### config.mk
export PLATFORM = sky130hd
export DESIGN_NAME = mem_arbiter
export DESIGN_NICKNAME = d
export VERILOG_FILES = /design/src/rtl/mem_arbiter.sv
export SDC_FILE = /design/constraint.sdc
export NUM_CORES = 1
export LEC_CHECK = 0
export CAP_MARGIN = 20
export CELL_PAD_IN_SITES_DETAIL_PLACEMENT = 1
export CELL_PAD_IN_SITES_GLOBAL_PLACEMENT = 1
export CORE_MARGIN = 2
export CORE_UTILIZATION = 34
export DETAILED_ROUTE_END_ITERATION = 7
export PLACE_DENSITY_LB_ADDON = 0.25
export SKIP_CTS_REPAIR_TIMING = 1
export SYNTH_ARGS = -nofsm -noshare
export SYNTH_HDL_FRONTEND = slang
export SYNTH_SLANG_ARGS = --single-unit
export TNS_END_PERCENT = 10
### constraint.sdc
create_clock -name clk -period 13.1 [get_ports clk]
set_input_delay 2.62 -clock clk [delete_from_list [all_inputs] [get_ports clk]]
set_output_delay 2.62 -clock clk [all_outputs]
set_load 0.02 [all_outputs]
### src/rtl/mem_arbiter.sv
// Arbitrates one shared memory port between instruction fetch and data access.
// Data normally wins; a waiting fetch is protected by a starvation counter and every access by a timeout.
module mem_arbiter #(
    parameter int unsigned TIMEOUT      = 16,
    parameter int unsigned STARVE_LIMIT = 4
) (
    input  logic        clk,
    input  logic        rst,
    input  logic        if_req,
    input  logic [31:0] if_addr,
    output logic [31:0] if_rdata,
    output logic        if_ready,
    input  logic        d_req,
    input  logic        d_we,
    input  logic [31:0] d_addr,
    input  logic [31:0] d_wdata,
    output logic [31:0] d_rdata,
    output logic        d_ready,
    output logic        mem_req,
    output logic        mem_we,
    output logic [31:0] mem_addr,
    output logic [31:0] mem_wdata,
    input  logic [31:0] mem_rdata,
    input  logic        mem_ack,
    output logic        stall,
    output logic        err
);

    localparam int unsigned WAIT_W   = (TIMEOUT > 1) ? $clog2(TIMEOUT) : 1;
    localparam int unsigned STARVE_W = $clog2(STARVE_LIMIT + 1);

    typedef enum logic [1:0] {
        IDLE  = 2'd0,
        FETCH = 2'd1,
        DATA  = 2'd2
    } arbState_t;

    arbState_t             state;
    arbState_t             nextState;
    logic [WAIT_W-1:0]     waitCnt;
    logic [WAIT_W-1:0]     nextWait;
    logic [STARVE_W-1:0]   starveCnt;
    logic [STARVE_W-1:0]   nextStarve;
    logic [31:0]           nextIfRdata;
    logic [31:0]           nextDRdata;
    logic                  nextIfReady;
    logic                  nextDReady;
    logic                  nextErr;
    logic                  nextMemReq;
    logic                  nextMemWe;
    logic [31:0]           nextMemAddr;
    logic [31:0]           nextMemWdata;
    logic                  ifValid;
    logic                  dValid;
    logic                  timedOut;
    logic                  starveOk;

    // A request is ignored in the cycle its own ready pulses.
    assign ifValid  = if_req & ~if_ready;
    assign dValid   = d_req & ~d_ready;
    assign timedOut = (waitCnt == WAIT_W'(TIMEOUT - 1));
    assign starveOk = (starveCnt < STARVE_W'(STARVE_LIMIT));

    assign stall = (if_req & ~if_ready) | (d_req & ~d_ready);

    // Next-state and next registered-output logic.
    always_comb begin
        nextState    = state;
        nextWait     = waitCnt;
        nextStarve   = starveCnt;
        nextIfRdata  = if_rdata;
        nextDRdata   = d_rdata;
        nextIfReady  = 1'b0;
        nextDReady   = 1'b0;
        nextErr      = 1'b0;
        nextMemReq   = mem_req;
        nextMemWe    = mem_we;
        nextMemAddr  = mem_addr;
        nextMemWdata = mem_wdata;

        case (state)
            IDLE: begin
                if (dValid && (!ifValid || starveOk)) begin
                    nextState    = DATA;
                    nextWait     = '0;
                    nextMemReq   = 1'b1;
                    nextMemWe    = d_we;
                    nextMemAddr  = d_addr;
                    nextMemWdata = d_wdata;
                    if (ifValid) begin
                        nextStarve = starveCnt + STARVE_W'(1);
                    end
                end else if (ifValid) begin
                    nextState    = FETCH;
                    nextWait     = '0;
                    nextStarve   = '0;
                    nextMemReq   = 1'b1;
                    nextMemWe    = 1'b0;
                    nextMemAddr  = if_addr;
                    nextMemWdata = '0;
                end
            end

            FETCH, DATA: begin
                if (mem_ack || timedOut) begin
                    // Ack has priority over a coincident timeout.
                    nextState    = IDLE;
                    nextErr      = ~mem_ack;
                    nextMemReq   = 1'b0;
                    nextMemWe    = 1'b0;
                    nextMemAddr  = '0;
                    nextMemWdata = '0;
                    if (state == FETCH) begin
                        nextIfReady = 1'b1;
                        nextIfRdata = mem_ack ? mem_rdata : 32'h0;
                    end else begin
                        nextDReady = 1'b1;
                        if (!mem_we) begin
                            nextDRdata = mem_ack ? mem_rdata : 32'h0;
                        end
                    end
                end else begin
                    nextWait = waitCnt + WAIT_W'(1);
                end
            end

            default: begin
                nextState = IDLE;
            end
        endcase
    end

    // State and output registers.
    always_ff @(posedge clk or posedge rst) begin
        if (rst) begin
            state     <= IDLE;
            waitCnt   <= '0;
            starveCnt <= '0;
            if_rdata  <= '0;
            d_rdata   <= '0;
            if_ready  <= 1'b0;
            d_ready   <= 1'b0;
            err       <= 1'b0;
            mem_req   <= 1'b0;
            mem_we    <= 1'b0;
            mem_addr  <= '0;
            mem_wdata <= '0;
        end else begin
            state     <= nextState;
            waitCnt   <= nextWait;
            starveCnt <= nextStarve;
            if_rdata  <= nextIfRdata;
            d_rdata   <= nextDRdata;
            if_ready  <= nextIfReady;
            d_ready   <= nextDReady;
            err       <= nextErr;
            mem_req   <= nextMemReq;
            mem_we    <= nextMemWe;
            mem_addr  <= nextMemAddr;
            mem_wdata <= nextMemWdata;
        end
    end

endmodule

==> results of run 1 <==
through the flow:
stage          std cells  power [mW]  cell area (um2)  setup WS (ns)
2_1_floorplan        591       1.342             6236          6.670
3_3_place_gp        1054       1.721             8985          6.514
3_5_place_dp        1055       1.779             9012          6.531
4_1_cts             1087       2.242             9564          6.515
5_1_grt             1087       2.353             9564          6.427
6_report            1087       2.206             9564          6.523
kinds of logic after synthesis:
| family | Yosys count | synth area share [%] |
|---|---|---|
| flip-flops | 142 | 56.98 |
| buffers and inverters | 87 | 7.183 |
| adder cells (fa/ha/maj) | 4 | 0.8026 |
| multiplexers | 67 | 10.77 |
| AND/OR/NAND/NOR | 173 | 12.20 |
| AO/OA/AOI/OAI | 118 | 12.06 |
final cells by class:
type                       instances  area (um2)  area share [%]
inverter                          49       188.9           1.975
tap                              229       286.5           2.996
multi-input combinational        362        2246           23.48
clock inverter                    13       108.9           1.138
sequential                       142        3553           37.15
clock buffer                      19       442.9           4.631
timing repair buffer             273        2738           28.62
worst reg2reg max path: stages, from the launching register on:
cell and delay [ns]:
dfrtp_1 0.43, nand3b_1 0.66, and3_1 0.68, buf_16 0.26, nand2_1 0.08, mux2i_1 0.07
synthesized netlist by cell type (2+ instances only):
cell type / count / area (um2)
inv_2: 2 / 7.510
o21ai_1: 9 / 45.04
a21boi_0: 9 / 67.56
o2bb2ai_1: 23 / 201.4
nor3_2: 2 / 20.02
nand2_1: 137 / 514.2
inv_1: 47 / 176.4
buf_6: 3 / 33.78
o21ai_0: 67 / 335.3
buf_4: 4 / 30.03
a22o_1: 2 / 17.52
mux2i_1: 66 / 660.6
nor3_1: 3 / 15.01
nand3_1: 6 / 30.03
and3_1: 10 / 62.56
nor2_1: 4 / 15.01
buf_2: 14 / 70.07
dfrtp_1: 142 / 3553
clkbuf_1: 12 / 45.04
buf_12: 4 / 80.08
nand2b_1: 3 / 18.77
ha_1: 4 / 50.05
metal layers:
metal  GRT usage (%)  wire, um  up-vias
li1                -         -     2476
met1           23.02      7674     2562
met2           35.24      9522      177
met3           7.089      1415       16
met4           5.369       211        0
met5               0         0        -
power by group through the flow:
stage | Combinational (mW) | Sequential (mW) | Clock [mW]
floorplan | 0.478 | 0.865 | 0
global placement | 1.04 | 0.684 | 0
detailed placement | 1.08 | 0.696 | 0
CTS | 1.09 | 0.693 | 0.461
global route | 1.16 | 0.711 | 0.484
finish | 1.07 | 0.690 | 0.446
flip-flops by register name, indices dropped and copies added (netlist names), 2 cells and up:
signal,cells
mem_addr,32
mem_wdata,32
if_rdata,32
waitCnt,4
starveCnt,3
d_rdata,32
state,2
path summary, 6_finish.rpt:
check / start / to / slack (ns)
worst max-delay path: if_req / stall / 6.52
worst min-delay path: d_rdata[10] / d_rdata[10] / 0.47
worst max register to register: if_ready / mem_wdata[30] / 10.77
worst min register to register: d_rdata[10] / d_rdata[10] / 0.47
max in group asynchronous: rst / if_rdata[31] / 9.01
min in group asynchronous: rst / mem_wdata[25] / 2.69
==> flow_summary.toml, run 1 <==
[status]
outcome = "completed"

[detailed_routing]
drc = 0
wl_per_cell_um = 17.32
num_vias = 5231
drtIter0Drc = 197
wl_um = 18820
dr.pass1.iters = 4
vias_per_cell = 4.812
final_antenna_net_count = 0

[clocking]
cts_buffers = 17
cts.clk_slew.worst_paths_ns = 0.06
cts_root_buf = "clkbuf_16"
htreeDepth = 4
cts.sinks = 142
cts_tree = "yes"
clk_latency_ns = 0.41
ctsLongestPathBuffers = 2

[synthesis]
async_flop_share_pct = 100.0
synth_edf_count = 0
ys_seq_elements = 142
synthFlopType = "dfrtp_1"
syn_area_um2 = 6236
synth_cell_types = 40
syn_area_per_cell_um2 = 10.55
yosysWarnings = 0
syn-instance-count = 591
ys_seq_area_share_pct = 56.98
syn-num-nets = 729

[worst_hold_path]
whs_path_depth = 2
hp-class = "reg -> reg"

[timing]
min_period_ns = 6.577
tns_ns = 0
hold_violations = 0
fmax_mhz = 152.1
rsz0062_at_grt = "no"
slew_viol_final = 0
setup_viol = 0
period_share_pct = 50.20
slew_headroom_pct = 30.38
timing.hold.ws_ns = 0.4743
fin_skew_ns = 0.005656
worst_pin_slew_ns = 1.044

[flow_run]
max_cap_violations = 0

[global_routing]
grt_usage_pct = 19.97
grt_pass1_vias = 6009
grt_pass1_wl_um = 31210
grt_max_degree = 73
gr-total-overflow = 0
grt_antenna_before_repair = 0

[power_and_ir_drop]
switching_share_pct = 39.89
power.share.clock_pct = 20.2
leakagePower_nw = 4.284
p_comb_share_pct = 48.5
power_frac_seq_pct = 31.3
p_per_area_nw_per_um2 = 230.7
p_switching_mw = 0.8801
internal_power_mw = 1.326
vdd_ir_drop_max_uv = 148.5

[critical_path]
crit_buf_inv = 2
crit_path_max_incr_delay_ns = 0.63
crit_type = "in -> out"
crit_slowest_cell = "clkdlybuf4s50_1"
required_ns = 10.48
critical_path.top_delay_family = "buffers and inverters"
arrival_ns = 3.96
path_cells = "clkdlybuf4s50_1, nand2b_1, nand2_1, clkdlybuf4s50_1"
cpMostUsedCell = "clkdlybuf4s50_1"
start_kind = "input pin"
crit_cells = 4
end_kind = "primary output"
reg2regPathDepth = 5
path_max_fanout = 3

[finish]
num-nets-final = 983
final_common_cell = "clkdlybuf4s50_1"
layout-drive-gt1-share_pct = 6.294
diodes = 0
syn2layout_area_growth_pct = 53.37
most-common-layout-cells = "clkdlybuf4s50_1, dfrtp_1, nand2_1"
fill_cells = 1943
utilization_pct = 53.24

[floorplan]
die-width_um = 139.4
design.core.area_um2 = 17960
die_h_um = 139.4
rows = 49
ios = 268
die_area_um2 = 19440
initial_utilization_pct = 34.71

[placed_design]
port_buffers = 267
routabilityCongestion = 0.7493
dp_hpwl_um = 13440
Note: power is estimated with default switching activity, not from simulation.
==> run 2, diff against run 1 <==
--- a/config.mk
+++ b/config.mk
@@ -9,7 +9,7 @@
 export CELL_PAD_IN_SITES_DETAIL_PLACEMENT = 1
 export CELL_PAD_IN_SITES_GLOBAL_PLACEMENT = 1
 export CORE_MARGIN = 2
-export CORE_UTILIZATION = 34
+export CORE_UTILIZATION = 32
 export DETAILED_ROUTE_END_ITERATION = 7
 export PLACE_DENSITY_LB_ADDON = 0.25
 export SKIP_CTS_REPAIR_TIMING = 1
==> constraint.sdc (replaced) <==
create_clock -name clk -period 6.2 [get_ports clk]
set_input_delay 1.24 -clock clk [delete_from_list [all_inputs] [get_ports clk]]
set_output_delay 1.24 -clock clk [all_outputs]
set_load 0.02 [all_outputs]
==> run 2 against run 1 <==
  * Sequential share of layout area shrank 0.32 points
  * Global-route usage shrank 1.3 points
  * Final cell count rose by 3.4%
  * Die area rose by 6.1%
  * Setup slack got worse by 4.1 ns
  * Non-clock buffer count up 1
  * Largest power group unchanged
==> flow_summary.toml, run 2 (synthesis results as in run 1) <==
[finish]
syn2layout_area_growth_pct = 54.69
final_common_cell = "clkdlybuf4s50_1"
layout-drive-gt1-share_pct = 6.170
final_area_um2 = 9647
most-common-layout-cells = "clkdlybuf4s50_1, dfrtp_1, nand2_1"
num-nets-final = 984
diodes = 0

[detailed_routing]
final_antenna_net_count = 0
wl_um = 19040
vias_per_cell = 4.673
wl_per_cell_um = 16.94
drc = 0
dr.pass1.iters = 4
drtIter0Drc = 133
num_vias = 5252

[clocking]
cts_root_buf = "clkbuf_16"
cts_tree = "yes"
clk_latency_ns = 0.42
cts.sinks = 142
ctsLongestPathBuffers = 2
htreeDepth = 4
cts.clk_slew.worst_paths_ns = 0.06
cts_buffers = 17

[power_and_ir_drop]
vdd_ir_drop_max_uv = 261.8
power_frac_seq_pct = 30.9
p_comb_share_pct = 47.7
power.share.clock_pct = 21.3
p_switching_mw = 1.856
p_per_area_nw_per_um2 = 488.8
leakagePower_nw = 4.304
internal_power_mw = 2.860
switching_share_pct = 39.35
power.total_mw = 4.716

[critical_path]
crit_slowest_cell = "clkdlybuf4s50_1"
required_ns = 4.96
crit_path_max_incr_delay_ns = 0.63
critical_path.top_delay_family = "buffers and inverters"
arrival_ns = 2.58
cpMostUsedCell = "clkdlybuf4s50_1"
crit_buf_inv = 2
start_kind = "input pin"
end_kind = "primary output"
path_cells = "clkdlybuf4s50_1, nand2b_1, nand2_1, clkdlybuf4s50_1"
crit_type = "in -> out"
path_max_fanout = 2

[timing]
setup_viol = 0
period_share_pct = 61.66
hold_violations = 0
worst_pin_slew_ns = 1.029
fin_skew_ns = 0.006329
rsz0062_at_grt = "no"
tns_ns = 0
fmax_mhz = 261.6
slew_viol_final = 0
slew_headroom_pct = 31.39
timing.hold.ws_ns = 0.4780
setup_slack_ns = 2.377
min_period_ns = 3.823

[floorplan]
ios = 268
die_area_um2 = 20620
die-width_um = 143.6
die_h_um = 143.6
initial_utilization_pct = 32.36
rows = 51
design.core.area_um2 = 19270

[global_routing]
grt_pass1_vias = 5716
grt_usage_pct = 18.70
grt_antenna_before_repair = 0
gr-total-overflow = 0
grt_max_degree = 114
grt_pass1_wl_um = 29950

[flow_run]
max_cap_violations = 0

[placed_design]
routabilityCongestion = 0.7780
port_buffers = 267
place_ws_ns = 2.382
place_area_um2 = 9045
dp_hpwl_um = 13790

[worst_hold_path]
hp-class = "reg -> reg"

[status]
outcome = "completed"
[run 2: cell count changes in the layout (fill, tap and decap cells not counted), sizes merged]
cell / before / now
buf: 6 / 7
bufinv: 0 / 2
inv: 53 / 52
clkbuf: 19 / 20
clkinvlp: 6 / 5
clkinv: 3 / 2
[run 2: layer usage]
layer	vias to the layer above	global-route usage, %	share of wire [%]
li1	2471	-	-
met3	21	6.564	7.8
met5	-	0	0
met1	2591	21.38	40
met2	169	32.61	51
met4	0	6.192	1.5
[run 2: power groups by stage]
stage	Clock, mW	Sequential, mW	Combinational, mW
floorplan	0	1.83	1.01
global placement	0	1.45	2.19
detailed placement	0	1.47	2.28
CTS	1.03	1.46	2.29
global route	1.07	1.50	2.44
finish	1.01	1.46	2.25
[run 2: worst paths after layout]
path	from	endpoint	slack, ns	cells past startpoint
worst max-delay path	d_req	stall	2.38	4
worst min-delay path	if_rdata[6]	if_rdata[6]	0.48	2
worst max register to register	state[0]	mem_wdata[27]	3.90	7
worst min register to register	if_rdata[6]	if_rdata[6]	0.48	2
max in group asynchronous	rst	waitCnt[2]	3.86	4
min in group asynchronous	rst	mem_wdata[15]	1.17	2
[run 2: cell type report]
cell class                 instances  area, um2
fill                            2139       9624
sequential                       142       3553
timing repair buffer             274       2753
multi-input combinational        362       2246
clock buffer                      20      436.7
tap                              265      331.6
inverter                          49      188.9
clock inverter                    12      137.6
[run 2: through the flow]
step | util, % | cells
3_5_place_dp | 46.94 | 1091
4_1_cts | 49.92 | 1123
3_3_place_gp | 46.86 | 1090
2_1_floorplan | - | 591
6_report | 50.06 | 1124
5_1_grt | 50.06 | 1124
[run 2: worst register-to-register path: stages, from the launching register on]
cell	delay, ns
dfrtp_1	0.36
inv_1	0.07
ha_1	0.44
inv_2	0.20
nor2_2	0.09
nor3_4	0.11
buf_4	0.60
mux2i_1	0.35
